==> src/rtl/sb_tx_arbiter.sv <==
// Sideband TX arbiter: frame-atomic sharing of the SB serializer between the
// LT source (index 0) and the AT command/response generators.
module sb_tx_arbiter #(
  parameter int NUM_REQ       = 3,
  parameter int DATA_W        = 8,
  parameter int GAP_CYCLES    = 2,
  parameter int STALL_TIMEOUT = 64,
  parameter int LT_PRIORITY   = 1
) (
  input  logic                       sb_clk,
  input  logic                       rst,
  input  logic [NUM_REQ-1:0]         in_valid,
  input  logic [NUM_REQ*DATA_W-1:0]  in_data,
  input  logic [NUM_REQ-1:0]         in_last,
  output logic [NUM_REQ-1:0]         in_ready,
  output logic                       out_valid,
  output logic [DATA_W-1:0]          out_data,
  output logic                       out_last,
  input  logic                       out_ready,
  output logic [$clog2(NUM_REQ)-1:0] out_src,
  output logic                       out_abort,
  output logic                       busy,
  output logic [7:0]                 abort_cnt
);

  // state | meaning
  // IDLE  | no frame owned; pending requests are arbitrated this cycle
  // XFER  | granted source passes bytes straight through to the serializer
  // GAP   | enforced idle gap after a frame completes or is aborted
  typedef enum logic [1:0] {IDLE, XFER, GAP} state_t;

  localparam int SRC_W   = $clog2(NUM_REQ);
  localparam int STALL_W = $clog2(STALL_TIMEOUT);
  localparam int GAP_W   = (GAP_CYCLES > 1) ? $clog2(GAP_CYCLES) : 1;
  localparam logic [SRC_W-1:0]   RR_BASE    = SRC_W'((LT_PRIORITY != 0) ? 1 : 0);
  localparam logic [STALL_W-1:0] STALL_LOAD = STALL_W'(STALL_TIMEOUT - 1);
  localparam logic [GAP_W-1:0]   GAP_LOAD   = GAP_W'((GAP_CYCLES > 0) ? GAP_CYCLES - 1 : 0);

  state_t             state_q, state_d;
  logic [SRC_W-1:0]   gnt_q;
  logic [SRC_W-1:0]   rr_q, rr_next;
  logic [STALL_W-1:0] stall_q;
  logic [GAP_W-1:0]   gap_q;
  logic [7:0]         abort_cnt_q;

  logic [SRC_W-1:0]   win;
  logic               win_found;
  logic [SRC_W:0]     scan_sum;
  logic [SRC_W-1:0]   scan_idx;
  logic               done;

  logic [DATA_W-1:0]  src_data [NUM_REQ];

  for (genvar i = 0; i < NUM_REQ; i++) begin : g_unpack
    assign src_data[i] = in_data[i*DATA_W +: DATA_W];
  end

  // LT pre-empts the scan; otherwise first requester at or after rr_q, wrapping
  always_comb begin
    win       = '0;
    win_found = 1'b0;
    scan_sum  = '0;
    scan_idx  = '0;
    if (LT_PRIORITY != 0 && in_valid[0]) begin
      win_found = 1'b1;
    end else begin
      for (int k = 0; k < NUM_REQ; k++) begin
        scan_sum = {1'b0, rr_q} + (SRC_W+1)'(k);
        if (scan_sum >= (SRC_W+1)'(NUM_REQ)) scan_sum = scan_sum - (SRC_W+1)'(NUM_REQ);
        scan_idx = scan_sum[SRC_W-1:0];
        if (!win_found && in_valid[scan_idx] && !(LT_PRIORITY != 0 && scan_idx == '0)) begin
          win       = scan_idx;
          win_found = 1'b1;
        end
      end
    end
  end

  always_comb begin
    rr_next = rr_q;
    if (!(LT_PRIORITY != 0 && gnt_q == '0)) begin
      if (int'(gnt_q) == NUM_REQ - 1) rr_next = RR_BASE;
      else                            rr_next = gnt_q + 1'b1;
    end
  end

  always_comb begin
    state_d   = state_q;
    out_valid = 1'b0;
    out_data  = '0;
    out_last  = 1'b0;
    in_ready  = '0;
    out_abort = 1'b0;
    done      = 1'b0;
    case (state_q)
      IDLE: if (win_found) state_d = XFER;
      XFER: begin
        out_valid       = in_valid[gnt_q];
        out_data        = src_data[gnt_q];
        out_last        = in_last[gnt_q];
        in_ready[gnt_q] = out_ready;
        out_abort       = !in_valid[gnt_q] && (stall_q == '0);
        done            = (out_valid && out_ready && out_last) || out_abort;
        if (done) state_d = (GAP_CYCLES > 0) ? GAP : IDLE;
      end
      GAP: if (gap_q == '0) state_d = IDLE;
      default: state_d = IDLE;
    endcase
  end

  // stall_q is a down-counter reloaded whenever the source presents a byte
  always_ff @(posedge sb_clk or negedge rst) begin
    if (!rst) begin
      state_q     <= IDLE;
      gnt_q       <= '0;
      rr_q        <= RR_BASE;
      stall_q     <= '0;
      gap_q       <= '0;
      abort_cnt_q <= '0;
    end else begin
      state_q <= state_d;
      case (state_q)
        IDLE: begin
          if (win_found) begin
            gnt_q   <= win;
            stall_q <= STALL_LOAD;
          end
        end
        XFER: begin
          if (in_valid[gnt_q])    stall_q <= STALL_LOAD;
          else if (stall_q != '0) stall_q <= stall_q - 1'b1;
          if (done) begin
            rr_q  <= rr_next;
            gap_q <= GAP_LOAD;
          end
          if (out_abort && abort_cnt_q != 8'hFF) abort_cnt_q <= abort_cnt_q + 1'b1;
        end
        GAP: if (gap_q != '0) gap_q <= gap_q - 1'b1;
        default: ;
      endcase
    end
  end

  assign busy      = (state_q != IDLE);
  assign out_src   = gnt_q;
  assign abort_cnt = abort_cnt_q;

endmodule

==> config.mk <==
export PLATFORM = sky130hd
export DESIGN_NAME = sb_tx_arbiter
export DESIGN_NICKNAME = d
export VERILOG_FILES = /design/src/rtl/sb_tx_arbiter.sv
export SDC_FILE = /design/constraint.sdc
export NUM_CORES = 1
export LEC_CHECK = 0
export ABC_AREA = 1
export CAP_MARGIN = 20
export CELL_PAD_IN_SITES_DETAIL_PLACEMENT = 0
export CELL_PAD_IN_SITES_GLOBAL_PLACEMENT = 2
export CORE_MARGIN = 4
export CORE_UTILIZATION = 22
export DETAILED_ROUTE_END_ITERATION = 12
export PLACE_DENSITY = 0.75
export SLEW_MARGIN = 15
export SYNTH_ARGS = -nofsm -noshare
export SYNTH_HDL_FRONTEND = slang
export SYNTH_SLANG_ARGS = --single-unit
==> constraint.sdc <==
create_clock -name sb_clk -period 1.7 [get_ports sb_clk]
set_input_delay 0.255 -clock sb_clk [delete_from_list [all_inputs] [get_ports sb_clk]]
set_output_delay 0.255 -clock sb_clk [all_outputs]
set_load 0.1 [all_outputs]
==> summary.md, run 1 <==
| Metric | Value |
|---|---|
| CTS H-tree depth | `1` |
| Die Footprint | `~0.0098 mm²` |
| Average size of a mapped cell | `6.98 µm²` |
| Sw Share | `0.540` |
| Wire per inst | `12.4 µm` |
| Clock power frac | `0.052` |
| Crit Path Max Fanout | `5` |
| Design Area, Final | `0.00362 mm²` |
| Peak supply drop | `around 0.84 mV` |
| Cell count after synthesis | `roughly 260` |
| GP Congestion | `~0.77` |
| Final ANT Viol Nets | `0` |
| Crit path buffers/inverters | `4` |
| Skew final | `around 0.0023 ns` |
| Synthesized cell area | `roughly 0.0018 mm²` |
| GR Util All Layers | `0.115` |
| Non-filler cells in the finished layout | `464` |
| Cts bufs inserted | `3` |
| Pre-antenna DRT Iters | `6` |
| Slew Viols, Final | `0` |
| Crit path cell chain | `inv_4 -> nor2_4 -> buf_6 -> a22oi_2 -> nand2_1 -> nand2_2 -> clkinvlp_4 -> buf_12` |
| Area delta synth->final | `98.2%` |
| Io pins | `between 50 and 60` |
| Total Nets Final | `between 400 and 500` |
| Period utilization | `1.09` |
| IO Port Bufs | `57` |
| FILL cells | `approximately 740` |
| Arr. time, crit path | `1.60 ns` |
| Tmin final | `between 1.5 and 2 ns` |
| Global-route wire length before repair | `about 9.5 mm` |
| Power per Cell Area | `between 1500 and 2000 mW/mm²` |
| Combinational Power Share | `0.828` |
| Slew @ Worst Pin | `roughly 0.28 ns` |
| Placed cell count | `442` |
| Die Y-Extent | `between 90 and 100 µm` |
| Ant. Diodes | `0` |
| Vias in the first global route | `~2000` |
| Critical path startpoint category | `register` |
| Endpoints failing hold | `0` |
| Clk slew on worst S/H paths | `~0.080 ns` |
| Unrepaired setup endpoints after global routing | `true` |
| Longest Clk Path Bufs | `2` |
| GRT overflow | `0` |
| Core Rows | `32` |
| Worst hold path class | `in2async` |
| Die Width | `between 90 and 100 µm` |
| Most frequent cells in the layout | `61 x nand2_1, 36 x nand2_2, 33 x buf_4` |
| Syn. warnings | `0` |
| Number of synthesized register bits | `21` |
| Initial drt markers | `65` |
| Setup Crit Path Kind | `reg2out` |
| Switch Pwr | `~0.0034 W` |
| Syn nets | `between 300 and 400` |
| Leakage power | `about 1.6 nW` |
| Most common cell after layout, fill and taps aside | `nand2_1` |
| Drc violations | `0` |
| Post-DP HPWL | `between 4 and 5 mm` |
| Sequential cell area fraction in the yosys report | `0.288` |
| Via count | `between 2000 and 2500` |
| Status | `complete, but fails checks` |
| Setup TNS | `-2.20 ns` |
| Clk_lat worst skew | `roughly 0.26 ns` |
| CTS tree | `yes` |
| Register share of total power | `0.121` |
| Max_slew headroom | `0.814` |
| Routed WL | `5.73 mm` |
| Largest net degree at the start of global routing | `22` |
| Final Total Pwr | `around 0.0063 W` |
| Clock Sinks | `21` |
| Final setup fails | `21` |
| Root Driver | `clkbuf_8` |
| Layout cells sized above 1 | `0.577` |
| Synth cell types | `30` |
| Initial core utilization | `0.232` |
| Vias/cell | `approximately 4.3` |
| CP peak stage delay | `~0.54 ns` |
| PnR worst setup slack | `-0.152 ns` |
| Crit-path leading delay family | `flip-flops` |
| WP data required | `between 1 and 1.5 ns` |
| Endpoint class of the critical path | `primary output` |
| DP Area | `0.00317 mm²` |
| FMAX | `0.540 GHz` |
| Internal power | `0.00289 W` |
| Slowest CP cell | `dfrtp_4` |
| Initial antenna violation count | `0` |
| CORE AREA | `between 0.007 and 0.008 mm²` |
| Failing checks | `negative setup slack` |
| Max-Cap Viols | `0` |
| Place WS | `-0.182 ns` |
## sequential cells by signal (all words and copies together), names as in the netlist
register,cells
stall_q,6
out_src,2
abort_cnt,8
rr_q,2
gap_q,1
state_q,2
## area by class of cell
| type | count | area [µm²] | area share |
|---|---|---|---|
| Clock buffer | 3 | 41.3 | 0.0114 |
| Clock inverter | 1 | 5.00 | 0.00138 |
| Inverter | 36 | 210 | 0.0580 |
| Multi-Input combinational cell | 201 | 1480 | 0.409 |
| Sequential cell | 21 | 548 | 0.151 |
| Tap cell | 102 | 128 | 0.0352 |
| Timing Repair Buffer | 100 | 1210 | 0.334 |
## worst paths after layout
kind,cells after the start,start,slack (ns),end
hold reg to reg,2,gap_q,0.51,gap_q
max in group asynchronous,2,rst,1.08,rr_q[0]
min in group sb_clk,2,gap_q,0.51,gap_q
setup / recovery,8,out_src[0],-0.15,out_data[5]
setup reg to reg,12,rr_q[0],-0.12,stall_q[4]
hold / removal,2,rst,0.34,abort_cnt[6]
## cells in the mapped netlist (all sizes together)
library cell / n / area share
ha: 6 / 0.041
nor3: 3 / 0.0082
dfrtp: 20 / 0.27
buf: 3 / 0.014
inv: 36 / 0.077
a22oi: 6 / 0.025
nand2: 106 / 0.25
xnor2: 7 / 0.038
o211ai: 1 / 0.0041
nor2: 22 / 0.070
xor2: 2 / 0.0096
nand4: 1 / 0.012
o21ai: 5 / 0.018
and2: 1 / 0.0034
dfstp: 1 / 0.014
clkbuf: 1 / 0.0021
nand3: 41 / 0.14
## metal layers
layer,vias to the layer above,part of all wire,track usage
li1,1025,-,-
met1,933,0.46,0.156
met2,43,0.49,0.199
met3,2,0.044,0.0133
met4,0,0.0063,0.0189
met5,-,0,0
## logic make-up (layout without fill, tap and decap cells)
group,after synthesis,in the layout,synth area share
AOI/OAI and AO/OA,12,12,0.0465
xor gates and xnor gates,9,9,0.0472
buffers and inverters,40,140,0.0931
DFF,21,21,0.288
adders and majority gates,6,6,0.0411
and+or+nand+nor,174,174,0.484
## power by group through the flow
stage               combinational, W  clock, W  sequential (W)
global placement             0.00432         0        0.000755
CTS                          0.00490  0.000342        0.000758
finish                       0.00520  0.000326        0.000758
floorplan                    0.00281         0        0.000805
detailed placement           0.00433         0        0.000753
global route                 0.00555  0.000361        0.000778
## repair_timing
item | CTS | global route
setup buffers | 10 | 7
gates resized for setup | 44 | 32
endpoints found under the setup margin | 22 | 29
pin swaps | 20 | 22
endpoints found under the hold margin | 0 | 0
gates cloned | 1 | 0
hold buffers | 0 | 0
## per-stage QoR
step | util | hold WS, ns
after floorplan | - | -0.0406
after global placement | 0.402 | 0.493
after detailed placement | 0.402 | 0.493
after CTS | 0.440 | 0.352
after global routing | 0.459 | 0.365
final | 0.459 | 0.341
No activity file was read; power rests on OpenSTA's default activity.
==> run 2: changes to the inputs <==
ABC_CLOCK_PERIOD_IN_PS = 1700   (was unset)
==> results of run 2 <==
No change in the layout: final DEF, timing and power equal those of run 1.
==> run 3: changes to the inputs <==
SLEW_MARGIN = 20   (was 15)
==> results of run 3 <==
No change in the layout: final DEF, timing and power equal those of run 1.
